File: src/rtl/riscv_decode_stage_if.sv
// Shared decode-stage constants and the fetch/execute handshake bundle around the decode stage.
// The slave modport is the decode stage itself; the master modport is its environment.
package riscv_constants;

  typedef enum logic [2:0] {
    OP2_RS2 = 3'd0,
    OP2_IMI = 3'd1,
    OP2_IMS = 3'd2,
    OP2_IMJ = 3'd3,
    OP2_IMU = 3'd4
  } op2_sel_e;

endpackage

interface riscv_decode_stage_if #(
  parameter int unsigned WORD_LENGTH = 32
);
  import riscv_constants::*;

  logic                   in_valid;
  logic                   in_ready;
  logic [31:0]            in_inst;
  logic [WORD_LENGTH-1:0] in_pc;

  logic                   out_valid;
  logic                   out_ready;
  logic [WORD_LENGTH-1:0] out_pc;
  op2_sel_e               op2_sel;
  logic [4:0]             rs1_addr;
  logic [4:0]             rs2_addr;
  logic [4:0]             rd_addr;
  logic [WORD_LENGTH-1:0] imm_i_sext;
  logic [WORD_LENGTH-1:0] imm_s_sext;
  logic [WORD_LENGTH-1:0] imm_b_sext;
  logic [WORD_LENGTH-1:0] imm_j_sext;
  logic [WORD_LENGTH-1:0] imm_u_sext;
  logic                   illegal;

  modport slave (
    input  in_valid, in_inst, in_pc, out_ready,
    output in_ready, out_valid, out_pc, op2_sel, rs1_addr, rs2_addr, rd_addr,
    output imm_i_sext, imm_s_sext, imm_b_sext, imm_j_sext, imm_u_sext, illegal
  );

  modport master (
    output in_valid, in_inst, in_pc, out_ready,
    input  in_ready, out_valid, out_pc, op2_sel, rs1_addr, rs2_addr, rd_addr,
    input  imm_i_sext, imm_s_sext, imm_b_sext, imm_j_sext, imm_u_sext, illegal
  );

endinterface

File: src/rtl/riscv_decode_stage.sv
// RV32I decode stage: combinational decode of the fetched word, captured into a 2-entry skid
// buffer (head + skid) so in_ready is registered and one instruction per cycle is sustained.
module riscv_decode_stage #(
  parameter int unsigned WORD_LENGTH = 32
) (
  input logic                  clk,
  input logic                  rst,
  input logic                  flush,
  riscv_decode_stage_if.slave  bus
);
  import riscv_constants::*;

  typedef struct packed {
    logic [WORD_LENGTH-1:0] pc;
    op2_sel_e               op2_sel;
    logic [4:0]             rs1;
    logic [4:0]             rs2;
    logic [4:0]             rd;
    logic [WORD_LENGTH-1:0] imm_i;
    logic [WORD_LENGTH-1:0] imm_s;
    logic [WORD_LENGTH-1:0] imm_b;
    logic [WORD_LENGTH-1:0] imm_j;
    logic [WORD_LENGTH-1:0] imm_u;
    logic                   illegal;
  } entry_t;

  typedef enum logic [1:0] {StEmpty, StOne, StFull} state_e;

  entry_t dec;
  entry_t head_q, head_d;
  entry_t skid_q, skid_d;
  state_e state_q, state_d;
  logic   in_ready_q, out_valid_q;
  logic   in_hs, out_hs;

  // Immediates are produced for every format; execute picks one through op2_sel.
  always_comb begin
    dec         = '0;
    dec.pc      = bus.in_pc;
    dec.rs1     = bus.in_inst[19:15];
    dec.rs2     = bus.in_inst[24:20];
    dec.rd      = bus.in_inst[11:7];
    dec.imm_i   = WORD_LENGTH'($signed(bus.in_inst[31:20]));
    dec.imm_s   = WORD_LENGTH'($signed({bus.in_inst[31:25], bus.in_inst[11:7]}));
    dec.imm_b   = WORD_LENGTH'($signed({bus.in_inst[31], bus.in_inst[7], bus.in_inst[30:25],
                                        bus.in_inst[11:8], 1'b0}));
    dec.imm_j   = WORD_LENGTH'($signed({bus.in_inst[31], bus.in_inst[19:12], bus.in_inst[20],
                                        bus.in_inst[30:21], 1'b0}));
    dec.imm_u   = WORD_LENGTH'({bus.in_inst[31:12], 12'b0});
    dec.op2_sel = OP2_RS2;
    dec.illegal = 1'b0;
    unique case (bus.in_inst[6:0])
      7'b0110011, 7'b1100011:            dec.op2_sel = OP2_RS2;
      7'b0010011, 7'b0000011, 7'b1100111: dec.op2_sel = OP2_IMI;
      7'b0100011:                        dec.op2_sel = OP2_IMS;
      7'b1101111:                        dec.op2_sel = OP2_IMJ;
      7'b0110111, 7'b0010111:            dec.op2_sel = OP2_IMU;
      default:                           dec.illegal = 1'b1;
    endcase
  end

  assign in_hs  = bus.in_valid & in_ready_q;
  assign out_hs = out_valid_q & bus.out_ready;

  always_comb begin
    state_d = state_q;
    head_d  = head_q;
    skid_d  = skid_q;
    unique case (state_q)
      StEmpty: begin
        if (in_hs) begin
          head_d  = dec;
          state_d = StOne;
        end
      end
      StOne: begin
        if (in_hs && out_hs) begin
          head_d = dec;
        end else if (in_hs) begin
          skid_d  = dec;
          state_d = StFull;
        end else if (out_hs) begin
          state_d = StEmpty;
        end
      end
      StFull: begin
        if (out_hs) begin
          head_d  = skid_q;
          state_d = StOne;
        end
      end
      default: state_d = StEmpty;
    endcase
    // A redirect drops everything; a same-cycle consume was still a valid handoff.
    if (flush) state_d = StEmpty;
  end

  always_ff @(posedge clk) begin
    if (rst) begin
      state_q     <= StEmpty;
      head_q      <= '0;
      skid_q      <= '0;
      in_ready_q  <= 1'b1;
      out_valid_q <= 1'b0;
    end else begin
      state_q     <= state_d;
      head_q      <= head_d;
      skid_q      <= skid_d;
      in_ready_q  <= (state_d != StFull);
      out_valid_q <= (state_d != StEmpty);
    end
  end

  assign bus.in_ready   = in_ready_q;
  assign bus.out_valid  = out_valid_q;
  assign bus.out_pc     = head_q.pc;
  assign bus.op2_sel    = head_q.op2_sel;
  assign bus.rs1_addr   = head_q.rs1;
  assign bus.rs2_addr   = head_q.rs2;
  assign bus.rd_addr    = head_q.rd;
  assign bus.imm_i_sext = head_q.imm_i;
  assign bus.imm_s_sext = head_q.imm_s;
  assign bus.imm_b_sext = head_q.imm_b;
  assign bus.imm_j_sext = head_q.imm_j;
  assign bus.imm_u_sext = head_q.imm_u;
  assign bus.illegal    = head_q.illegal;

endmodule

File: src/flat_wrapper.sv
// flat-port wrapper written by rule: the top's interface ports become plain ports
module riscv_decode_stage_flat import riscv_constants::*;
#(
  parameter int unsigned WORD_LENGTH = 32
)
  (clk, rst, flush, bus_in_valid, bus_in_inst, bus_in_pc, bus_out_ready, bus_in_ready, bus_out_valid, bus_out_pc, bus_op2_sel, bus_rs1_addr, bus_rs2_addr, bus_rd_addr, bus_imm_i_sext, bus_imm_s_sext, bus_imm_b_sext, bus_imm_j_sext, bus_imm_u_sext, bus_illegal);
  riscv_decode_stage_if #(.WORD_LENGTH(WORD_LENGTH)) bus_i ();
  input logic clk;
  input logic rst;
  input logic flush;
  input wire logic [$bits(bus_i.in_valid)-1:0] bus_in_valid;
  input wire logic [$bits(bus_i.in_inst)-1:0] bus_in_inst;
  input wire logic [$bits(bus_i.in_pc)-1:0] bus_in_pc;
  input wire logic [$bits(bus_i.out_ready)-1:0] bus_out_ready;
  output wire logic [$bits(bus_i.in_ready)-1:0] bus_in_ready;
  output wire logic [$bits(bus_i.out_valid)-1:0] bus_out_valid;
  output wire logic [$bits(bus_i.out_pc)-1:0] bus_out_pc;
  output wire logic [$bits(bus_i.op2_sel)-1:0] bus_op2_sel;
  output wire logic [$bits(bus_i.rs1_addr)-1:0] bus_rs1_addr;
  output wire logic [$bits(bus_i.rs2_addr)-1:0] bus_rs2_addr;
  output wire logic [$bits(bus_i.rd_addr)-1:0] bus_rd_addr;
  output wire logic [$bits(bus_i.imm_i_sext)-1:0] bus_imm_i_sext;
  output wire logic [$bits(bus_i.imm_s_sext)-1:0] bus_imm_s_sext;
  output wire logic [$bits(bus_i.imm_b_sext)-1:0] bus_imm_b_sext;
  output wire logic [$bits(bus_i.imm_j_sext)-1:0] bus_imm_j_sext;
  output wire logic [$bits(bus_i.imm_u_sext)-1:0] bus_imm_u_sext;
  output wire logic [$bits(bus_i.illegal)-1:0] bus_illegal;
  assign bus_i.in_valid = bus_in_valid;
  assign bus_i.in_inst = bus_in_inst;
  assign bus_i.in_pc = bus_in_pc;
  assign bus_i.out_ready = bus_out_ready;
  assign bus_in_ready = bus_i.in_ready;
  assign bus_out_valid = bus_i.out_valid;
  assign bus_out_pc = bus_i.out_pc;
  assign bus_op2_sel = bus_i.op2_sel;
  assign bus_rs1_addr = bus_i.rs1_addr;
  assign bus_rs2_addr = bus_i.rs2_addr;
  assign bus_rd_addr = bus_i.rd_addr;
  assign bus_imm_i_sext = bus_i.imm_i_sext;
  assign bus_imm_s_sext = bus_i.imm_s_sext;
  assign bus_imm_b_sext = bus_i.imm_b_sext;
  assign bus_imm_j_sext = bus_i.imm_j_sext;
  assign bus_imm_u_sext = bus_i.imm_u_sext;
  assign bus_illegal = bus_i.illegal;
  riscv_decode_stage #(.WORD_LENGTH(WORD_LENGTH)) u_core (.clk(clk), .rst(rst), .flush(flush), .bus(bus_i));
endmodule
File: config.mk
export PLATFORM = sky130hd
export DESIGN_NAME = riscv_decode_stage_flat
export DESIGN_NICKNAME = d
export VERILOG_FILES = /design/src/rtl/riscv_decode_stage_if.sv /design/src/rtl/riscv_decode_stage.sv /design/src/flat_wrapper.sv
export SDC_FILE = /design/constraint.sdc
export NUM_CORES = 1
export LEC_CHECK = 0
export ABC_CLOCK_PERIOD_IN_PS = 2960
export CELL_PAD_IN_SITES_DETAIL_PLACEMENT = 1
export CELL_PAD_IN_SITES_GLOBAL_PLACEMENT = 1
export CORE_ASPECT_RATIO = 1.5
export CORE_MARGIN = 3
export CORE_UTILIZATION = 24
export CTS_CLUSTER_DIAMETER = 120
export DETAILED_ROUTE_END_ITERATION = 16
export MAX_ROUTING_LAYER = met4
export PLACE_DENSITY = 0.66
export SETUP_SLACK_MARGIN = 0.1
export SLEW_MARGIN = 0
export SYNTH_ARGS = -nofsm -noshare
export SYNTH_HDL_FRONTEND = slang
export SYNTH_SLANG_ARGS = --single-unit
File: constraint.sdc
create_clock -name clk -period 2.96 [get_ports clk]
set_clock_uncertainty 0.05 [all_clocks]
set_input_delay 0.592 -clock clk [delete_from_list [all_inputs] [get_ports clk]]
set_output_delay 0.592 -clock clk [all_outputs]
set_load 0.005 [all_outputs]
# Word level (Yosys, flattened, before mapping)
# Cells that the tools add are included.
[word_totals]
reg_bits = 342
input_bits = 69
out_inout_bits = 213
wordCells = 65
[op_classes]
n_eq_ne = 15
mux = 13
n_bitwise = 3
n_reduce_logical = 9
[op_table]
columns = ["op", "count"]
rows = [
  ["$mux W211", 3],
  ["$pmux W211 S3", 1],
  ["$eq A7 B6 Y1 const B", 3],
  ["$eq A7 B7 Y1 const B", 3],
  ["$eq A7 B5 Y1 const B", 2],
  ["$mux W2", 6],
  ["$pmux W3 S4", 1],
  ["$reduce_or A9 Y1", 1],
  ["$eq A7 B2 Y1 const B", 1],
  ["$ne A2 B1 Y1 const B", 3],
  ["$pmux W2 S3", 1],
  ["$reduce_and A4 Y1", 1],
  ["$reduce_and A3 Y1", 1],
  ["$reduce_bool A3 Y1", 1],
  ["$reduce_or A3 Y1", 1],
  ["$and A1 B1 Y1", 2],
  ["$eq A2 B1 Y1 const B", 1],
  ["$eq A2 B2 Y1 const B", 1],
  ["$logic_not A2 Y1", 1],
  ["$ne A2 B2 Y1 const B", 1],
  ["$reduce_bool A2 Y1", 1],
  ["$reduce_or A2 Y1", 1],
  ["$logic_and A1 B1 Y1", 1],
  ["$mux W1", 1],
  ["$not A1 Y1", 1],
]

# Longest topological paths before layout
[depth]
word_depth = 7
ltp_mapped = 6
depth_no_buf = 4

# Least setup slack after synthesis
# Ideal clock, no wire load.
[synth_timing]
path_type = "reg2out"
start = "register u_core.bus.imm_s_sext[30] (netlist name)"
end = "output bus_imm_b_sext[13]"
arrival_ps = 1801
t_required_ps = 2318
setup_slack_ps = 517
path_stages_with_launch = 2
path_buffers = 1
path_cell_list = "dfxtp_1 > buf_4"
[synth_lines]
columns = ["element", "line_no", "text"]
rows = [
  ["end: declaration", "flat_wrapper.sv:24", "output wire logic [$bits(bus_i.imm_b_sext)-1:0] bus_imm_b_sext;"],
]

==> flow_metrics.tcl <==
set metrics [dict create \
    status "finished clean" \
    wl_mm 19.0 \
    fmax_ghz 0.399 \
    synthSimpleGateAreaFrac_pct 20.6 \
    hold_class "reg2reg" \
    synth_mux_area_share_pct 0 \
    synth_xor_area_share_pct 0.143 \
    critical-path-slowest-cell "dfxtp_2" \
    clk_pin_slew_worst_paths_ns 0.06 \
    area_growth_pct 40.8 \
    synthesis.area_sq_um 6110 \
    initial_utilization_pct 24.7 \
    p_per_area_nw_per_um2 544 \
    worstPathCellList "buf_12 -> clkdlybuf4s50_1" \
    hold-path-endpoint "u_core.skid_q[168]" \
    p_leak_nw 3.05 \
    clockBufferDepth 2 \
    wire_per_inst_um 15.4 \
    pin_count 282 \
    cp_max_fo 44 \
    via_count 5467 \
    cts-resized-gates 0 \
    rows 70 \
    dieArea_sq_um 27400 \
    clk-insertion-delay-late_ns 0.41 \
    reg2regPathDepth 4 \
    crit_type "reg2out" \
    grt_pass1_vias 5376 \
    cp.arrival_ns 1.86 \
    yosys-top-cells-area "dfxtp_1 (41%), buf_4 (19%), nand2_1 (14%)" \
    place_area_sq_um 8070 \
    dp_slack_ns 0.484 \
    slowest_delay_ns 0.65 \
    r2r_start "u_core.state_q[0]" \
    crit_buf_inv 2 \
    drive_gt1_share_pct 5.49 \
    critical_path_required_ns 2.32 \
    hold_ws_ns 0.403 \
    synth_seq_cells 126 \
    syn_avg_cell_area_sq_um 7.74 \
    setup_viol 0 \
    place_congestion 0.741 \
    cts_num_sinks 126 \
    fin_ws_ns 0.456 \
    ys.flop_type "dfxtp_1" \
    synth_most_common_cell "nand2_1" \
    finalPower_mw 4.68 \
    dp_cells 1202 \
    regToRegSetupSlack_ns 1.08 \
    endpoint_kind "primary output" \
    port_buffers 267 \
    antenna_found_initial 3 \
    die_x_um 136 \
    ys_types 36 \
    finalSetupTns_ns 0 \
    synth-seq-area-share_pct 41.3 \
    first_pass_iters 4 \
    drtIter0Drc 115 \
    synth_top_family_by_area "buffers and inverters" \
    cts_setup_buffers 0 \
    numCtsBuffers 17 \
    vdd_ir_drop_max_uv 355 \
    hold_path_depth 2 \
    htreeDepth 4 \
    netlist.area_leader.share_pct 41.3 \
    crit_path_start_kind "flip-flop" \
    hp-start "u_core.skid_q[168]" \
    final_nets 966 \
    synth_compound_area_share_pct 15.5 \
    ctsRootBufferMaster "clkbuf_16" \
    rsz0062_at_grt "false" \
    via_per_inst 4.42 \
    post-route-period-util_pct 84.6 \
    slew_viol_final 0 \
    overflow 0 \
    dp_hpwl_mm 13.5 \
    die_h_um 201 \
    cts_tree "built" \
    maxCapViolCount 0 \
    final_area_sq_um 8600 \
    min_period_ns 2.50 \
    hold_violations 0 \
    synth_common_cells "nand2_1 (235), buf_4 (152), dfxtp_1 (126)" \
    instances_no_fill 1237 \
    path_delay_family "buffers and inverters" \
    async_flop_share_pct 0 \
    hold_buffers 0 \
    tightest_slew_ns 0.770 \
    grt_max_degree 75 \
    antenna_left 0 \
    slew_headroom_pct 48.7 \
    grt_pass1_wl_mm 29.2 \
    grtUsageTotal_pct 14.0 \
    synthesis.instances 789 \
    drcViolationCount 0 \
    rr_endpoint "u_core.bus.rs1_addr[0]" \
    postLayoutCoreUtil_pct 34.8 \
    coreArea_sq_um 24700 \
    yosys_warnings 0 \
    synth_fa_ha_area_share_pct 0 \
    synth_top_area_cell "dfxtp_1" \
    synth_edf_count 0 \
]
## worst reg2reg max path, stage by stage (launching register included)
cell	delay [ns]
dfxtp_1	0.44
nand2b_2	0.52
buf_4	0.41
nand2_1	0.11
a311oi_1	0.26
## state kept, by name, indices dropped and copies added, names as in the netlist
| signal | flops |
|---|---|
| u_core.bus.imm_s_sext | 12 |
| u_core.bus.illegal | 1 |
| u_core.bus.out_pc | 32 |
| u_core.bus.rs1_addr | 4 |
| u_core.state_q | 2 |
| u_core.bus.imm_u_sext | 4 |
| u_core.bus.op2_sel | 3 |
| u_core.bus.out_valid | 1 |
| u_core.bus.in_ready | 1 |
| u_core.bus.imm_i_sext | 5 |
| u_core.skid_q | 61 |
## worst max-delay path by stage
stage	from	end	slack [ns]	cells past startpoint
2_1_floorplan	u_core.bus.imm_s_sext[30]	bus_imm_b_sext[13]	0.52	1
3_3_place_gp	bus_out_ready	u_core.skid_q[0]	0.55	6
3_5_place_dp	bus_out_ready	u_core.bus.out_pc[9]	0.48	6
4_1_cts	u_core.bus.imm_s_sext[30]	bus_imm_s_sext[28]	0.40	2
5_1_grt	u_core.bus.imm_s_sext[30]	bus_imm_s_sext[12]	0.31	2
6_report	u_core.bus.imm_s_sext[30]	bus_imm_b_sext[13]	0.46	2
## power breakdown
part	internal [mW]	switching, mW
Sequential	1.80	0.0896
Combinational	0.575	0.352
Clock	1.13	0.736
Total	3.50	1.18
## layout by cell type, fill, tap and decap left out, drive strengths merged, types with 2 or more instances in the layout
| cell type | count |
|---|---|
| clkdlybuf4s50 | 266 |
| nand2 | 235 |
| dfxtp | 126 |
| a21oi | 64 |
| nor2 | 62 |
| a311oi | 57 |
| clkbuf | 25 |
| conb | 14 |
| buf | 14 |
| clkinv | 6 |
| nand4 | 4 |
| a211oi | 4 |
| diode | 3 |
| inv | 3 |
| o21ai | 2 |
| nor3b | 2 |
| or4 | 2 |
| nor4 | 2 |
| nor3 | 2 |
| a22oi | 2 |
| o211ai | 2 |
| nand2b | 2 |
## cell families after synthesis
logic type,after synthesis
other,1
AO/OA/AOI/OAI,136
AND/OR/NAND/NOR,318
XOR/XNOR,1
flip-flops,126
buffers and inverters,207
## final cells by class
| cell class | instances | area (sq um) |
|---|---|---|
| timing repair buffer | 280 | 2840 |
| antenna | 3 | 7.51 |
| multi-input combinational | 469 | 2290 |
| sequential | 126 | 2520 |
| fill | 2950 | 16100 |
| inverter | 3 | 11.3 |
| tap | 324 | 405 |
| clock inverter | 7 | 37.5 |
| clock buffer | 25 | 485 |
## layer usage
metal	global-route usage (%)	up-vias	share of wire (%)
met4	4.32	0	1.2
met5	-	-	0
met2	26.2	209	54
met3	3.80	14	7.8
li1	-	2677	-
met1	13.8	2567	37
Note: power is estimated with default switching activity, not from simulation.
